==> src/rtl/riscv_v_csr_ctrl.sv <==
// rtl/riscv_v_csr_ctrl.sv - vector CSR write-side controller (Zicsr + vsetvl/vsetvli)
// Read and write happen in separate cycles because the CSR file bypasses data_in to data_out.
module riscv_v_csr_ctrl #(
    parameter int XLEN     = 32,
    parameter int VLEN     = 128,
    parameter int MAX_LMUL = 8,
    parameter int VL_W     = $clog2(VLEN / 8 * MAX_LMUL)
) (
    input  logic            clk,
    input  logic            rst_n,
    input  logic            req_valid,
    output logic            req_ready,
    input  logic [2:0]      req_op,
    input  logic [11:0]     req_csr_addr,
    input  logic [XLEN-1:0] req_wdata,
    input  logic [XLEN-1:0] req_vtype,
    input  logic            req_rs1_x0,
    input  logic            req_rd_x0,
    output logic            resp_valid,
    input  logic            resp_ready,
    output logic [XLEN-1:0] resp_rdata,
    output logic            resp_illegal,
    input  logic [8:0]      csr_vtype_rdata,
    output logic [8:0]      csr_vtype_wdata,
    output logic            csr_vtype_wr_en,
    input  logic [VL_W-1:0] csr_vl_rdata,
    output logic [VL_W-1:0] csr_vl_wdata,
    output logic            csr_vl_wr_en,
    input  logic [VL_W-1:0] csr_vstart_rdata,
    output logic [VL_W-1:0] csr_vstart_wdata,
    output logic            csr_vstart_wr_en,
    input  logic [1:0]      csr_vxrm_rdata,
    output logic [1:0]      csr_vxrm_wdata,
    output logic            csr_vxrm_wr_en,
    input  logic            csr_vxsat_rdata,
    output logic            csr_vxsat_wdata,
    output logic            csr_vxsat_wr_en
);

    localparam logic [2:0] OP_RW = 3'd0;
    localparam logic [2:0] OP_RS = 3'd1;
    localparam logic [2:0] OP_RC = 3'd2;
    localparam logic [2:0] OP_VSETVLI = 3'd3;
    localparam logic [2:0] OP_VSETVL  = 3'd4;
    localparam logic [XLEN-1:0] VL_MAX = XLEN'((1 << VL_W) - 1);

    typedef enum logic [1:0] {S_IDLE, S_READ, S_WRITE, S_RESP} state_t;

    state_t            state_q, state_d;
    logic [2:0]        op_q, op_d;
    logic [11:0]       addr_q, addr_d;
    logic [XLEN-1:0]   wdata_q, wdata_d;
    logic [XLEN-1:0]   vtype_req_q, vtype_req_d;
    logic              rs1_x0_q, rs1_x0_d;
    logic              rd_x0_q, rd_x0_d;
    logic [XLEN-1:0]   rdata_q, rdata_d;
    logic              illegal_q, illegal_d;
    logic [4:0]        we_q, we_d;            // {vtype, vl, vstart, vxrm, vxsat}
    logic [8:0]        vtype_wd_q, vtype_wd_d;
    logic [VL_W-1:0]   vl_wd_q, vl_wd_d;
    logic [VL_W-1:0]   vstart_wd_q, vstart_wd_d;
    logic [1:0]        vxrm_wd_q, vxrm_wd_d;
    logic              vxsat_wd_q, vxsat_wd_d;

    logic [XLEN-1:0]   old_val;
    logic              csr_map, csr_ro, do_wr;
    logic [VL_W-1:0]   csr_new;
    logic [2:0]        vsew, vlmul;
    logic [XLEN-1:0]   vlen_sew, vlmax_raw, vlmax, avl;
    logic              vill;
    logic [VL_W-1:0]   vl_new;

    always_comb begin
        old_val = '0;
        csr_map = 1'b1;
        csr_ro  = 1'b0;
        case (addr_q)
            12'h008: old_val = XLEN'(csr_vstart_rdata);
            12'h009: old_val = XLEN'(csr_vxsat_rdata);
            12'h00A: old_val = XLEN'(csr_vxrm_rdata);
            12'h00F: old_val = XLEN'({csr_vxrm_rdata, csr_vxsat_rdata});
            12'hC20: begin old_val = XLEN'(csr_vl_rdata); csr_ro = 1'b1; end
            12'hC21: begin
                old_val = {csr_vtype_rdata[8], {(XLEN-9){1'b0}}, csr_vtype_rdata[7:0]};
                csr_ro  = 1'b1;
            end
            12'hC22: begin old_val = XLEN'(VLEN / 8); csr_ro = 1'b1; end
            default: csr_map = 1'b0;
        endcase
        case (op_q)
            OP_RW:   csr_new = wdata_q[VL_W-1:0];
            OP_RS:   csr_new = old_val[VL_W-1:0] | wdata_q[VL_W-1:0];
            default: csr_new = old_val[VL_W-1:0] & ~wdata_q[VL_W-1:0];
        endcase
        do_wr = (op_q == OP_RW) || !rs1_x0_q;
    end

    // VLMAX = (VLEN/SEW) scaled by LMUL; with ELEN==VLEN, SEW > ELEN*LMUL is exactly VLMAX==0.
    always_comb begin
        vsew      = vtype_req_q[5:3];
        vlmul     = vtype_req_q[2:0];
        vlen_sew  = XLEN'(VLEN / 8) >> vsew;
        vlmax_raw = vlmul[2] ? (vlen_sew >> (4'd8 - {1'b0, vlmul})) : (vlen_sew << vlmul[1:0]);
        vill      = (|vtype_req_q[XLEN-1:8]) || (vlmul == 3'b100) || (vsew > 3'b100) ||
                    (vlmax_raw == '0);
        vlmax     = (vlmax_raw > VL_MAX) ? VL_MAX : vlmax_raw;
        if (!rs1_x0_q)     avl = wdata_q;
        else if (!rd_x0_q) avl = vlmax;
        else               avl = XLEN'(csr_vl_rdata);
        vl_new = (avl < vlmax) ? avl[VL_W-1:0] : vlmax[VL_W-1:0];
    end

    always_comb begin
        state_d     = state_q;
        op_d        = op_q;
        addr_d      = addr_q;
        wdata_d     = wdata_q;
        vtype_req_d = vtype_req_q;
        rs1_x0_d    = rs1_x0_q;
        rd_x0_d     = rd_x0_q;
        rdata_d     = rdata_q;
        illegal_d   = illegal_q;
        we_d        = we_q;
        vtype_wd_d  = vtype_wd_q;
        vl_wd_d     = vl_wd_q;
        vstart_wd_d = vstart_wd_q;
        vxrm_wd_d   = vxrm_wd_q;
        vxsat_wd_d  = vxsat_wd_q;
        case (state_q)
            S_IDLE: begin
                if (req_valid) begin
                    op_d        = req_op;
                    addr_d      = req_csr_addr;
                    wdata_d     = req_wdata;
                    vtype_req_d = req_vtype;
                    rs1_x0_d    = req_rs1_x0;
                    rd_x0_d     = req_rd_x0;
                    state_d     = S_READ;
                end
            end
            S_READ: begin
                state_d   = S_WRITE;
                we_d      = '0;
                illegal_d = 1'b0;
                rdata_d   = '0;
                if (op_q == OP_VSETVLI || op_q == OP_VSETVL) begin
                    we_d        = 5'b11100;
                    vstart_wd_d = '0;
                    vtype_wd_d  = vill ? 9'h100 : {1'b0, vtype_req_q[7:0]};
                    vl_wd_d     = vill ? '0 : vl_new;
                    rdata_d     = vill ? '0 : XLEN'(vl_new);
                end else if (op_q > OP_RC || !csr_map || (csr_ro && do_wr)) begin
                    illegal_d = 1'b1;
                end else begin
                    rdata_d     = old_val;
                    vstart_wd_d = csr_new;
                    vxsat_wd_d  = csr_new[0];
                    vxrm_wd_d   = (addr_q == 12'h00F) ? csr_new[2:1] : csr_new[1:0];
                    if (do_wr) begin
                        case (addr_q)
                            12'h008: we_d = 5'b00100;
                            12'h009: we_d = 5'b00001;
                            12'h00A: we_d = 5'b00010;
                            12'h00F: we_d = 5'b00011;
                            default: we_d = 5'b00000;
                        endcase
                    end
                end
            end
            S_WRITE: state_d = S_RESP;
            S_RESP:  if (resp_ready) state_d = S_IDLE;
            default: state_d = S_IDLE;
        endcase
    end

    always_ff @(posedge clk or negedge rst_n) begin
        if (!rst_n) begin
            state_q     <= S_IDLE;
            op_q        <= '0;
            addr_q      <= '0;
            wdata_q     <= '0;
            vtype_req_q <= '0;
            rs1_x0_q    <= 1'b0;
            rd_x0_q     <= 1'b0;
            rdata_q     <= '0;
            illegal_q   <= 1'b0;
            we_q        <= '0;
            vtype_wd_q  <= '0;
            vl_wd_q     <= '0;
            vstart_wd_q <= '0;
            vxrm_wd_q   <= '0;
            vxsat_wd_q  <= 1'b0;
        end else begin
            state_q     <= state_d;
            op_q        <= op_d;
            addr_q      <= addr_d;
            wdata_q     <= wdata_d;
            vtype_req_q <= vtype_req_d;
            rs1_x0_q    <= rs1_x0_d;
            rd_x0_q     <= rd_x0_d;
            rdata_q     <= rdata_d;
            illegal_q   <= illegal_d;
            we_q        <= we_d;
            vtype_wd_q  <= vtype_wd_d;
            vl_wd_q     <= vl_wd_d;
            vstart_wd_q <= vstart_wd_d;
            vxrm_wd_q   <= vxrm_wd_d;
            vxsat_wd_q  <= vxsat_wd_d;
        end
    end

    assign req_ready        = rst_n && (state_q == S_IDLE);
    assign resp_valid       = (state_q == S_RESP);
    assign resp_rdata       = rdata_q;
    assign resp_illegal     = illegal_q;
    assign csr_vtype_wr_en  = (state_q == S_WRITE) && we_q[4];
    assign csr_vl_wr_en     = (state_q == S_WRITE) && we_q[3];
    assign csr_vstart_wr_en = (state_q == S_WRITE) && we_q[2];
    assign csr_vxrm_wr_en   = (state_q == S_WRITE) && we_q[1];
    assign csr_vxsat_wr_en  = (state_q == S_WRITE) && we_q[0];
    assign csr_vtype_wdata  = vtype_wd_q;
    assign csr_vl_wdata     = vl_wd_q;
    assign csr_vstart_wdata = vstart_wd_q;
    assign csr_vxrm_wdata   = vxrm_wd_q;
    assign csr_vxsat_wdata  = vxsat_wd_q;

endmodule

==> config.mk <==
export PLATFORM = sky130hd
export DESIGN_NAME = riscv_v_csr_ctrl
export DESIGN_NICKNAME = d
export VERILOG_FILES = /design/src/rtl/riscv_v_csr_ctrl.sv
export SDC_FILE = /design/constraint.sdc
export NUM_CORES = 1
export LEC_CHECK = 0
export CORE_MARGIN = 2
export CORE_UTILIZATION = 49
export CTS_CLUSTER_SIZE = 8
export DETAILED_ROUTE_END_ITERATION = 7
export HOLD_SLACK_MARGIN = 0.03
export PLACE_DENSITY = 0.87
export SLEW_MARGIN = 20
export SYNTH_ARGS = -nofsm -noshare
export SYNTH_HDL_FRONTEND = slang
export SYNTH_SLANG_ARGS = --single-unit
==> constraint.sdc <==
create_clock -name clk -period 4.3 [get_ports clk]
set_input_delay 0.43 -clock clk [delete_from_list [all_inputs] [get_ports clk]]
set_output_delay 0.43 -clock clk [all_outputs]
set_load 0.02 [all_outputs]
==> results.cfg <==
[clock_network]
cts_tree = done
cts_buffer_depth = 2
clk-insertion-delay-late_ns = 0.41
cts_buffers = 17
htreeDepth = 4
ctsRootBufferMaster = clkbuf_16
cts.clk_slew.worst_paths_ns = 0.06
cts.sinks = 123
post_cts_buffers = 0

[worst_setup_path]
arrival_ns = 4.36
cp_slowest_cell = or3_1
worstSetupPathType = reg2reg
cp-end-kind = register
crit_path_frequent_cell = ha_1
critical_path_buf_inv_count = 1
path_delay_family = compound AO/OA/AOI/OAI gates
worstPathRequired_ns = 4.60
cpPeakStageDelay_ns = 0.41
worst_setup_path_start_kind = register
crit_chain = inv_1, ha_1, ha_1, nor2b_1, and3_1, a211oi_1, nand2_1, a31o_2, ha_1, nand2_1, or3_1, o22a_1, o31a_1, a21oi_1, nor3_1, a211o_1
crit_fanout = 10

[synthesis]
ys.warnings.count = 0
synth.distinct_cells = 83
yosysTopAreaCell = dfrtp_1
netlist_instances = 602
synth_edf_count = 0
synthArstFlopShare = 1.00
avgSynthCellArea_um2 = 10.9
synth-seq-cells = 123
synth_area_um2 = 6580
synth_area_leaders = dfrtp_1, mux2_2, buf_4
seq_area_frac_synth = 0.468
yosys-top-cells-count = dfrtp_1, mux2_2, nand2_1
synth_top_area_frac = 0.468
ys_dominant_reg_cell = dfrtp_1
yosysMostFrequentCell = dfrtp_1

[grt]
grt_pass1_wl_mm = 26.9
grt_pass1_vias = 5463
grt_overflow = 0
grt_start_max_net_pins = 82
grt_use_total = 0.240
antenna_found_initial = 0

[finish]
drive_gt1_frac = 0.196
fin_nets = 869
n_fill_cell = 1016
area_growth_pct = 34.2
antenna_cells = 0

[floorplan]
rows = 42
die_x_um = 120
core-area_um2 = 13200
top_level_ports = 177
start_util = 0.499
die_area_um2 = 14400
die_y_um = 120

[timing]
slew_headroom = 0.284
final_hold_viol_count = 0
rsz0062_at_grt = false
fin_tns_setup_ns = 0
finalSetupViolCount = 0
worst_pin_slew_ns = 1.07
layout_min_cycle_time_ns = 4.06
finClkSkew_ns = 0.00479
fin_crit_sh = 0.944
max_clock_freq_mhz = 246
fin_ws_ns = 0.239
slew_violations = 0

[drt]
detail-route-antenna-nets = 0
routedWlPerCell_um = 17.9
drt_wl_total_mm = 16.7
drc_errors = 0
drt-initial-drc-count = 368
viasPerCell = 5.72
firstDrtPassIters = 7
num_vias = 5337

[power_and_ir_drop]
power_leakage_nw = 3.72
vdd_ir_drop_max_uv = 285
powerDensity_nw_per_um2 = 699
total_power_w = 0.00617

[status]
status = complete, no violations

[job]
drv_cap = 0

[placed_design]
hpwl_mm = 12.1
io_buffers = 153
gp_congestion = 0.944
dp_worst_setup_slack_ns = 0.230

[min_path]
hold_path_class = in2async
state kept, by name (all words and copies together) (netlist names):
name	cells
vtype_req_q	32
wdata_q	32
addr_q	12
csr_vtype_wdata	9
resp_rdata	9
csr_vl_wdata	7
csr_vstart_wdata	7
we_q	4
op_q	3
csr_vxrm_wdata	2
state_q	2
csr_vxsat_wdata	1
rd_x0_q	1
resp_illegal	1
rs1_x0_q	1
final timing paths:
kind / slack [ns] / end / startpoint / depth (start not counted)
max reg2reg: 0.24 / resp_rdata[4]$_DFFE_PN0P_ / vtype_req_q[0]$_DFFE_PN0P_ / 16
max in group asynchronous: 2.91 / we_q[0]$_DFFE_PN0P_ / rst_n / 2
min reg2reg: 0.48 / csr_vtype_wdata[5]$_DFFE_PN0P_ / csr_vtype_wdata[5]$_DFFE_PN0P_ / 2
min in group clk: 0.48 / csr_vtype_wdata[5]$_DFFE_PN0P_ / csr_vtype_wdata[5]$_DFFE_PN0P_ / 2
max: 0.24 / resp_rdata[4]$_DFFE_PN0P_ / vtype_req_q[0]$_DFFE_PN0P_ / 16
min: 0.03 / state_q[1]$_DFFE_PN0P_ / rst_n / 1
cell type report:
type                       count  area (um2)  area share
clock buffer                  21         470      0.0533
clock inverter                11         214      0.0242
inverter                      24        90.1      0.0102
multi-input combinational    420        3190       0.361
sequential                   123        3080       0.349
tap                          176         220      0.0249
timing repair buffer         158        1570       0.177
cells by family after synthesis:
kind of cell,after synthesis,synth area share
flops,123,0.468
buf+inv,81,0.0629
compound gates,129,0.138
simple gates,155,0.138
xor+xnor,6,0.00799
other cells,2,0.00114
mux,91,0.156
fa+ha+maj,15,0.0281
per-layer routing:
layer,track usage,up-vias,part of all wire
li1,-,2446,-
met1,0.289,2576,0.39
met2,0.402,278,0.50
met3,0.0741,37,0.090
met4,0.0934,0,0.020
met5,0,-,0
timing repair:
item | CTS | global route
hold endpoints to repair | 0 | 0
gates resized for setup | 0 | 2
hold buffers | 0 | 0
endpoints found under the setup margin | 0 | 2
through the flow:
step / instances / area, um2 / utilization / hold slack [ns]
after detailed placement: 901 / 8140 / 0.617 / 0.466
after CTS: 933 / 8820 / 0.669 / 0.0571
after global routing: 933 / 8830 / 0.669 / 0.0811
final: 933 / 8830 / 0.669 / 0.0264
after global placement: 901 / 8140 / 0.617 / 0.463
after floorplan: 624 / 6660 / - / 0.134
where the power goes:
part / internal [W] / total (W) / switching (W)
logic: 0.00117 / 0.00239 / 0.00122
registers: 0.00163 / 0.00214 / 0.000510
clock network: 0.00113 / 0.00164 / 0.000507
placed cells by master (no fill, tap or decap), types with 13 or more instances in the layout:
cell / count
clkdlybuf4s50_1: 152
dfrtp_1: 123
mux2_2: 88
nand2_1: 39
a21oi_1: 28
o21ai_0: 26
conb_1: 24
inv_1: 23
clkbuf_16: 17
nor3_1: 14
nor2_1: 14
ha_1: 14
nor4_1: 13
Power figures use the tool's default switching activity.
